**src/rtl/level_sequencer_pkg.sv**
```systemverilog
// Shared game definitions: sequencer state encoding, level/frame defaults and screen flags.
// Used by the sequencer as well as the background, enemy and HUD stages.
package level_sequencer_pkg;

  typedef enum logic [2:0] {
    ST_IDLE  = 3'd0,
    ST_TRANS = 3'd1,
    ST_PLAY  = 3'd2,
    ST_OVER  = 3'd3,
    ST_WIN   = 3'd4
  } game_state_t;

  localparam int GAME_MAX_LEVEL    = 3;
  localparam int GAME_TRANS_FRAMES = 120;
  localparam int GAME_END_FRAMES   = 180;
  localparam int LEVEL_W           = 4;
  localparam int FRAME_CNT_W       = 8;

  typedef struct packed {
    logic play_en;
    logic banner_en;
    logic game_over;
    logic game_won;
  } screen_flags_t;

  function automatic screen_flags_t decode_flags(input game_state_t s);
    screen_flags_t f;
    f = '0;
    case (s)
      ST_TRANS: f.banner_en = 1'b1;
      ST_PLAY:  f.play_en   = 1'b1;
      ST_OVER:  f.game_over = 1'b1;
      ST_WIN:   f.game_won  = 1'b1;
      default:  f = '0;
    endcase
    return f;
  endfunction

endpackage

```
**src/rtl/level_sequencer_frame_event_sync.sv**
```systemverilog
// Vblank rising-edge detector plus sticky event flags, cleared at every frame tick.
// Flags include a pulse arriving in the tick cycle itself, so the sequencer sees it at that tick.
module frame_event_sync (
  input  logic pclk,
  input  logic rst,
  input  logic vblnk_in,
  input  logic start_req,
  input  logic level_clear,
  input  logic player_dead,
  output logic frame_tick,
  output logic start_pend,
  output logic clear_pend,
  output logic dead_pend
);

  logic vblnk_q;
  logic start_q;
  logic clear_q;
  logic dead_q;

  assign frame_tick = vblnk_in & ~vblnk_q;

  assign start_pend = start_q | start_req;
  assign clear_pend = clear_q | level_clear;
  assign dead_pend  = dead_q  | player_dead;

  // Flags drop at every tick, consumed or not, so stale events never carry over a frame.
  always_ff @(posedge pclk or negedge rst) begin
    if (!rst) begin
      vblnk_q <= 1'b0;
      start_q <= 1'b0;
      clear_q <= 1'b0;
      dead_q  <= 1'b0;
    end else begin
      vblnk_q <= vblnk_in;
      if (frame_tick) begin
        start_q <= 1'b0;
        clear_q <= 1'b0;
        dead_q  <= 1'b0;
      end else begin
        start_q <= start_pend;
        clear_q <= clear_pend;
        dead_q  <= dead_pend;
      end
    end
  end

endmodule

```
**src/rtl/level_sequencer.sv**
```systemverilog
// Game flow sequencer: idle, level banner, play, game-over and win screens, advancing only on vblank.
// All outputs are registered and change one pclk after the frame tick.
module level_sequencer
  import level_sequencer_pkg::*;
#(
  parameter int MAX_LEVEL    = GAME_MAX_LEVEL,
  parameter int TRANS_FRAMES = GAME_TRANS_FRAMES,
  parameter int END_FRAMES   = GAME_END_FRAMES
) (
  input  logic               pclk,
  input  logic               rst,
  input  logic               vblnk_in,
  input  logic               start_req,
  input  logic               level_clear,
  input  logic               player_dead,
  output logic [LEVEL_W-1:0] level,
  output logic               play_en,
  output logic               banner_en,
  output logic               game_over,
  output logic               game_won
);

  localparam logic [LEVEL_W-1:0]     LVL_FIRST = LEVEL_W'(1);
  localparam logic [LEVEL_W-1:0]     LVL_LAST  = LEVEL_W'(MAX_LEVEL);
  localparam logic [FRAME_CNT_W-1:0] CNT_TRANS = FRAME_CNT_W'(TRANS_FRAMES);
  localparam logic [FRAME_CNT_W-1:0] CNT_END   = FRAME_CNT_W'(END_FRAMES);
  localparam logic [FRAME_CNT_W-1:0] CNT_ONE   = FRAME_CNT_W'(1);

  logic frame_tick;
  logic start_pend;
  logic clear_pend;
  logic dead_pend;

  game_state_t              state;
  game_state_t              nxt_state;
  logic [LEVEL_W-1:0]       nxt_level;
  logic [FRAME_CNT_W-1:0]   frame_cnt;
  logic [FRAME_CNT_W-1:0]   nxt_cnt;
  screen_flags_t            flags;

  frame_event_sync u_sync (
    .pclk        (pclk),
    .rst         (rst),
    .vblnk_in    (vblnk_in),
    .start_req   (start_req),
    .level_clear (level_clear),
    .player_dead (player_dead),
    .frame_tick  (frame_tick),
    .start_pend  (start_pend),
    .clear_pend  (clear_pend),
    .dead_pend   (dead_pend)
  );

  always_comb begin
    nxt_state = state;
    nxt_level = level;
    nxt_cnt   = frame_cnt;
    if (frame_tick) begin
      case (state)
        ST_IDLE: begin
          nxt_level = LVL_FIRST;
          if (start_pend) begin
            nxt_state = ST_TRANS;
            nxt_cnt   = CNT_TRANS;
          end
        end
        ST_TRANS: begin
          if (frame_cnt == CNT_ONE) begin
            nxt_state = ST_PLAY;
            nxt_cnt   = '0;
          end else begin
            nxt_cnt = frame_cnt - CNT_ONE;
          end
        end
        ST_PLAY: begin
          // Death outranks a simultaneous clear; the level only advances below the last one.
          if (dead_pend) begin
            nxt_state = ST_OVER;
            nxt_cnt   = CNT_END;
          end else if (clear_pend && (level == LVL_LAST)) begin
            nxt_state = ST_WIN;
            nxt_cnt   = CNT_END;
          end else if (clear_pend) begin
            nxt_state = ST_TRANS;
            nxt_level = level + LVL_FIRST;
            nxt_cnt   = CNT_TRANS;
          end
        end
        ST_OVER, ST_WIN: begin
          if (frame_cnt == CNT_ONE) begin
            nxt_state = ST_IDLE;
            nxt_level = LVL_FIRST;
            nxt_cnt   = '0;
          end else begin
            nxt_cnt = frame_cnt - CNT_ONE;
          end
        end
        default: begin
          nxt_state = ST_IDLE;
          nxt_level = LVL_FIRST;
          nxt_cnt   = '0;
        end
      endcase
    end
  end

  always_ff @(posedge pclk or negedge rst) begin
    if (!rst) begin
      state     <= ST_IDLE;
      level     <= LVL_FIRST;
      frame_cnt <= '0;
      flags     <= '0;
    end else begin
      state     <= nxt_state;
      level     <= nxt_level;
      frame_cnt <= nxt_cnt;
      flags     <= decode_flags(nxt_state);
    end
  end

  assign play_en   = flags.play_en;
  assign banner_en = flags.banner_en;
  assign game_over = flags.game_over;
  assign game_won  = flags.game_won;

endmodule

```
**config.mk**
```make
export PLATFORM = sky130hd
export DESIGN_NAME = level_sequencer
export DESIGN_NICKNAME = d
export VERILOG_FILES = /design/src/rtl/level_sequencer_pkg.sv /design/src/rtl/level_sequencer_frame_event_sync.sv /design/src/rtl/level_sequencer.sv
export SDC_FILE = /design/constraint.sdc
export NUM_CORES = 1
export LEC_CHECK = 0
export ABC_AREA = 1
export BUFFER_PORTS_ARGS = -buffer_cell sky130_fd_sc_hd__buf_4
export CORE_ASPECT_RATIO = 1.1
export CORE_MARGIN = 2
export CORE_UTILIZATION = 25
export CTS_BUF_LIST = sky130_fd_sc_hd__clkbuf_8
export DETAILED_ROUTE_END_ITERATION = 8
export PLACE_DENSITY = 0.45
export SLEW_MARGIN = 25
export SYNTH_ARGS = -nofsm -noshare
export SYNTH_HDL_FRONTEND = slang
export SYNTH_SLANG_ARGS = --single-unit
```
**constraint.sdc**
```tcl
create_clock -name pclk -period 2 [get_ports pclk]
set_input_delay 0.4 -clock pclk [delete_from_list [all_inputs] [get_ports pclk]]
set_output_delay 0.4 -clock pclk [all_outputs]
set_load 0.02 [all_outputs]
```
==> out/results.tsv, run 1 <==
metric	value	unit
PwrDens	1258	nW/um^2
gr usage total	11.12	%
Seq/Total Area, Yosys	42.02	%
post-DR vias/cell	4.189	
mean area per synthesized cell	7.711	sq um
yosys warns	0	
status	completed	
clock tree buffer depth	2	
placed cell area	1560	sq um
launch point of the worst reg-to-reg path	level[0]	
CP arrival	1.82	ns
Setup crit end kind	register	
routability congestion estimate	0.7646	
Worst Skew	0.004529	ns
first drt pass iteration count	4	
routed len/inst	10.83	um
layout cell share with drive strength beyond 1	24.10	%
ANT nets after route	0	
Max Transition Viols Final	0	
global route overflow	0	
antenna violations before repair	0	
# fillers	608	
H-tree Lvls	1	
WL final	2.924	mm
Critical Path RT	2.16	ns
maximum vdd drop	0.4987	mV
DRC errors left	0	
DR vias	1131	
critical path type	register to register	
Final period util	82.92	%
Cells after Synth	178	
unrepaired setup endpoints after global routing	no	
row count	28	
Synth Cell Area	1373	sq um
Main synth FF type	dfrtp_1	
Post CTS Setup Buffer Count	0	
vias in the first global route	1157	
Port Buf Inserts	13	
HP Class	input pin to asynchronous set/reset pin	
final core occ	30.15	%
latest clock arrival within the worst-skew pair	0.27	ns
share of the synthesized area in the top cell type	40.11	%
flops & latches, synth	23	
R2R setup slack	0.34	ns
largest net degree at the start of global routing	24	
CP Cell Sequence	ha_1 -> nand2_1 -> o21ai_0 -> nand2_1 -> nand3_4 -> inv_2 -> nand3_1 -> nand2_1	
max cap viols	0	
highest-count cells in the layout ignoring fill and taps	nand2_1, nor2_1, dfrtp_1	
first-pass GRT wire length	5.188	mm
Critical R2R Capture	level[2]	
cell area after layout	1605	sq um
Final Hold Fails	0	
async set-or-reset flop fraction in the synthesized netlist	100.0	%
syn_nets	187	
total power	2020	uW
Cell variety after synth	26	
Worst Setup Slack, final	0.3416	ns
r2r worst-path depth	8	
setup_tns	0	ns
Post-synth EDFFs	0	
cell taking the most area after synthesis	dfrtp_1	
area occupied by registers	576.8	sq um
commonest non-fill, non-tap cell in the layout	nand2_1	
slowest CP cell	dfstp_2	
Highest Clock Rate	0.6030	GHz
CTS hold repair buffers	0	
die height	81.72	um
I/O pin total	14	
Slew Limit Headroom	79.06	%
post-CTS resize count	0	
Initial Util	25.78	%
synthesis-to-finish area growth	16.96	%
number of antenna diodes	0	
clk slew on worst S/H paths	0.08	ns
area of the multi-input gates	699.4	sq um
Root Buffer	clkbuf_8	
CTS tree	done	
Core ar.	5325	sq um
fin crit period	1.658	ns
DIE AREA	6100	sq um
startpoint types	register	
Die Width	74.65	um
Worst path max stage delay	0.57	ns
Static Leak	0.0007815	uW
layout net count	205	
Iter 0 DRT Violations	112	
CTS Sinks	23	
worst slew pin tran	0.3130	ns
final setup fails	0	
HPWL Detailed	2.348	mm
DP Worst Slack	0.3416	ns
top cells by area, synth	dfrtp_1, nand2_1, nor2_1	
CP max FO	6	
TritonCTS buffer count	3	
CP dominant cell by count	nand2_1	
[worst max path at each step]
| stage | start | end | slack [ns] | depth (start not counted) |
|---|---|---|---|---|
| 2_1_floorplan | level[0] | level[2] | 0.45 | 8 |
| 3_3_place_gp | level[0] | level[2] | 0.30 | 8 |
| 3_5_place_dp | level[0] | level[2] | 0.34 | 8 |
| 4_1_cts | level[0] | level[2] | 0.31 | 8 |
| 5_1_grt | level[0] | level[2] | 0.09 | 8 |
| 6_report | level[0] | level[2] | 0.34 | 8 |
[registers in the layout (all words and copies together), names as in the netlist]
register and count:
frame_cnt 8, level 4, state 3, banner_en 1, game_over 1, game_won 1, play_en 1, u_sync.clear_q 1
u_sync.dead_q 1, u_sync.start_q 1, u_sync.vblnk_q 1
[logic make-up after synthesis]
group / after synthesis / synth area share (%)
simple gates: 103 / 36.10
compound gates: 22 / 9.572
fa+ha+maj: 3 / 2.735
xor+xnor: 4 / 2.553
buf+inv: 23 / 7.019
flops: 23 / 42.02
[cell usage after synthesis (3+ instances only)]
cell	instances
o21ai_2	5
nor2_1	22
a21oi_1	4
o21ai_1	4
ha_1	3
o21ai_0	8
nor2_4	3
nand3_1	11
inv_1	15
nor2_2	4
xor2_1	3
dfrtp_1	22
nand2_1	50
nand2_2	5
inv_2	6
[critical path, delay by kind of cell (launching register included)]
family	cells	cell delay, ns
flip-flops	1	0.57
AND/OR/NAND/NOR	5	0.55
AO/OA/AOI/OAI	1	0.20
adder cells (fa/ha/maj)	1	0.18
buffers and inverters	1	0.06
[layer usage]
metal  GRT usage, %  vias up  share of wire (%)
li1               -      592                  -
met1          13.96      507                 46
met2          18.94       23                 49
met3          2.209        9                3.0
met4          3.750        0                1.8
met5              0        -                  0
[stage by stage]
stage	hold WS [ns]	std cells
2_1_floorplan	0.1044	178
3_3_place_gp	0.3207	266
3_5_place_dp	0.3225	266
4_1_cts	0.02407	270
5_1_grt	0.03610	270
6_report	0.008153	270
[area by class of cell]
cell class / count / area share (%)
flip-flops and latches: 23 / 35.93
clock inverters: 1 / 0.2338
inverters: 22 / 5.300
multi-input cells: 132 / 43.57
clock buffers: 3 / 2.572
repair buffers: 14 / 6.547
well taps: 75 / 5.846
[power breakdown]
part | switching (uW) | internal [uW] | total (uW)
combinational | 629 | 363 | 992
clock | 154 | 137 | 292
sequential | 128 | 609 | 737
total | 911 | 1110 | 2020
(Power assumes the default switching activity.)
==> inputs of run 2 (changes only) <==
clock period = 1.6 ns   (was 2 ns; I/O delays follow)
==> run 2 against run 1 <==
  * Flip-flop and latch count unchanged
  * Final area up 10%
  * Count of clock-buffer cells in the layout did not move
  * Wire length up 3.1%
  * Combinational power grew 54%
  * Sequential power is 20% higher
  * Clock power grew 29%
  * Via count rose by 4.6%
  * Worst setup slack got worse by 0.26 ns
  * Non-clock buffer count up 17
  * Largest cell class unchanged
  * Largest power group unchanged
==> out/results.tsv, run 2 (synthesized netlist as in run 1, its figures left out) <==
metric	value	unit	change
area of the multi-input gates	730.7	sq um	+4.5%
vias in the first global route	1204		+4.1%
WL final	3.016	mm	+3.1%
CTS tree	done		
row count	28		unchanged
maximum vdd drop	0.4445	mV	-11%
Worst Skew	0.006752	ns	+0.002222 ns
unrepaired setup endpoints after global routing	yes		
first drt pass iteration count	4		unchanged
Highest Clock Rate	0.6581	GHz	+9.1%
Die Width	74.65	um	unchanged
Max Transition Viols Final	0		unchanged
Biggest register	frame_cnt		
Clk network pwr share	13.5	%	-0.9 points
CP arrival	1.68	ns	-0.14 ns
met1 usage	13.95	%	about the same
Static Leak	0.0008626	uW	+10%
first-pass GRT wire length	5.471	mm	+5.5%
gr busiest metal	met2		
Final period util	94.97	%	+12 points
PwrDens	1574	nW/um^2	+25%
antenna violations before repair	0		unchanged
number of antenna diodes	0		unchanged
Root Buffer	clkbuf_8		
Critical Path RT	1.76	ns	-0.40 ns
HPWL Detailed	2.424	mm	+3.2%
DR vias	1183		+4.6%
P_sw	1201	uW	+32%
GR Util met3	1.472	%	-0.74 points
DIE AREA	6100	sq um	unchanged
latest clock arrival within the worst-skew pair	0.27	ns	about the same
Setup crit end kind	register		
Initial Util	25.78	%	unchanged
status	completed		
Slew Limit Headroom	79.80	%	+0.74 points
ANT nets after route	0		unchanged
max cap viols	0		unchanged
clk slew on worst S/H paths	0.08	ns	about the same
synthesis-to-finish area growth	28.81	%	
power share of the combinational group	54.8	%	+5.7 points
TritonCTS buffer count	3		unchanged
global route overflow	0		unchanged
Hold Slack	0.1635	ns	+0.1553 ns
H-tree Lvls	1		unchanged
routed len/inst	10.51	um	-3.0%
Port Buf Inserts	13		unchanged
largest net degree at the start of global routing	24		unchanged
commonest non-fill, non-tap cell in the layout	nand2_1		
DRC errors left	0		unchanged
Seq pwr share	31.7	%	-4.8 points
worst slew pin tran	0.3019	ns	-0.01112 ns
die height	81.72	um	unchanged
area occupied by registers	576.8	sq um	unchanged
Core ar.	5325	sq um	unchanged
GR Util met2	20.71	%	+1.8 points
Largest regs	frame_cnt (8), level (4), state (3)		
post-DR vias/cell	4.122		-1.6%
CTS Sinks	23		unchanged
clock tree buffer depth	2		unchanged
Final Hold Fails	0		unchanged
Pint	1582	uW	+43%
startpoint types	register		
critical path type	register to register		
final setup fails	0		unchanged
layout cell share with drive strength beyond 1	35.38	%	+11 points
setup_tns	0	ns	unchanged
routability congestion estimate	0.7883		+3.1%
max FFs per register	8		unchanged
# fillers	607		-0.16%
layout net count	222		+8.3%
Sw Share	43.14	%	-2.0 points
I/O pin total	14		unchanged
CP max FO	3		-3
gr usage total	11.55	%	+0.43 points
fin crit period	1.520	ns	-0.1388 ns
Iter 0 DRT Violations	34		-70%
HP Class	input pin to register		
highest-count cells in the layout ignoring fill and taps	nand2_1, buf_4, dfrtp_1		
## run 2: changes by cell type in the layout (fill, tap and decap cells not counted), moves of 2 or more
cell	delta
nor2_1	-2
ha_1	-2
buf_4	+16
ha_2	+2
nand2_2	+4
nor2_2	+2
nand2_1	-5
inv_1	-2
## run 2: layer usage
metal / share of wire (%) / vias to the layer above
li1: - / 624
met1: 45 / 540
met2: 51 / 12
met3: 2.2 / 7
met4: 2.1 / 0
met5: 0 / -
## run 2: area by class of cell
cell class	count	share of cell area, %
clock buffers	3	2.335
clock inverters	1	0.2831
inverters	22	4.812
multi-input cells	132	41.33
flip-flops and latches	23	32.63
well taps	75	5.308
repair buffers	31	13.31
## run 2: repair_timing
item / 4_1_cts / 5_1_grt
pin swaps: 1 / 5
endpoints found under the hold margin: 22 / 0
resized for setup: 1 / 12
buffers inserted: 0 / 1
hold buffers: 1 / 0
setup endpoints to repair: 2 / 15
## run 2: path summary, 6_finish.rpt
kind / startpoint / to / slack (ns) / cells after the start
worst max-delay path: level[0] / frame_cnt[6] / 0.08 / 6
worst min register to register: u_sync.start_q / u_sync.start_q / 0.52 / 2
worst min-delay path: vblnk_in / u_sync.vblnk_q / 0.16 / 1
min in group asynchronous: rst / frame_cnt[4] / 0.48 / 2
worst max register to register: level[0] / frame_cnt[6] / 0.08 / 6
max in group asynchronous: rst / level[0] / 0.83 / 2
## run 2: power groups by stage
stage	logic [uW]	clock network, uW	registers [uW]
global route	1750	411	905
finish	1530	377	881
global placement	1510	0	892
CTS	1500	390	878
detailed placement	1500	0	890
floorplan	907	0	957
## run 2: worst max-delay path: stages, from the launching register on
cell     delay [ns]
dfstp_2        0.54
ha_2           0.18
nand2_2        0.07
o21ai_1        0.18
o21ai_0        0.14
o21ai_0        0.23
o21ai_2        0.08
## run 2: stage by stage
step	cell area (sq um)	worst slack [ns]	power [uW]	utilization [%]	std cells
after floorplan	1373	0.05201	1865	-	178
after global placement	1673	0.01903	2398	31.41	281
after detailed placement	1673	0.00007105	2386	31.41	281
after CTS	1729	0.0009484	2771	32.47	286
after global routing	1768	-0.02733	3067	33.20	287
final	1768	0.08042	2783	33.20	287
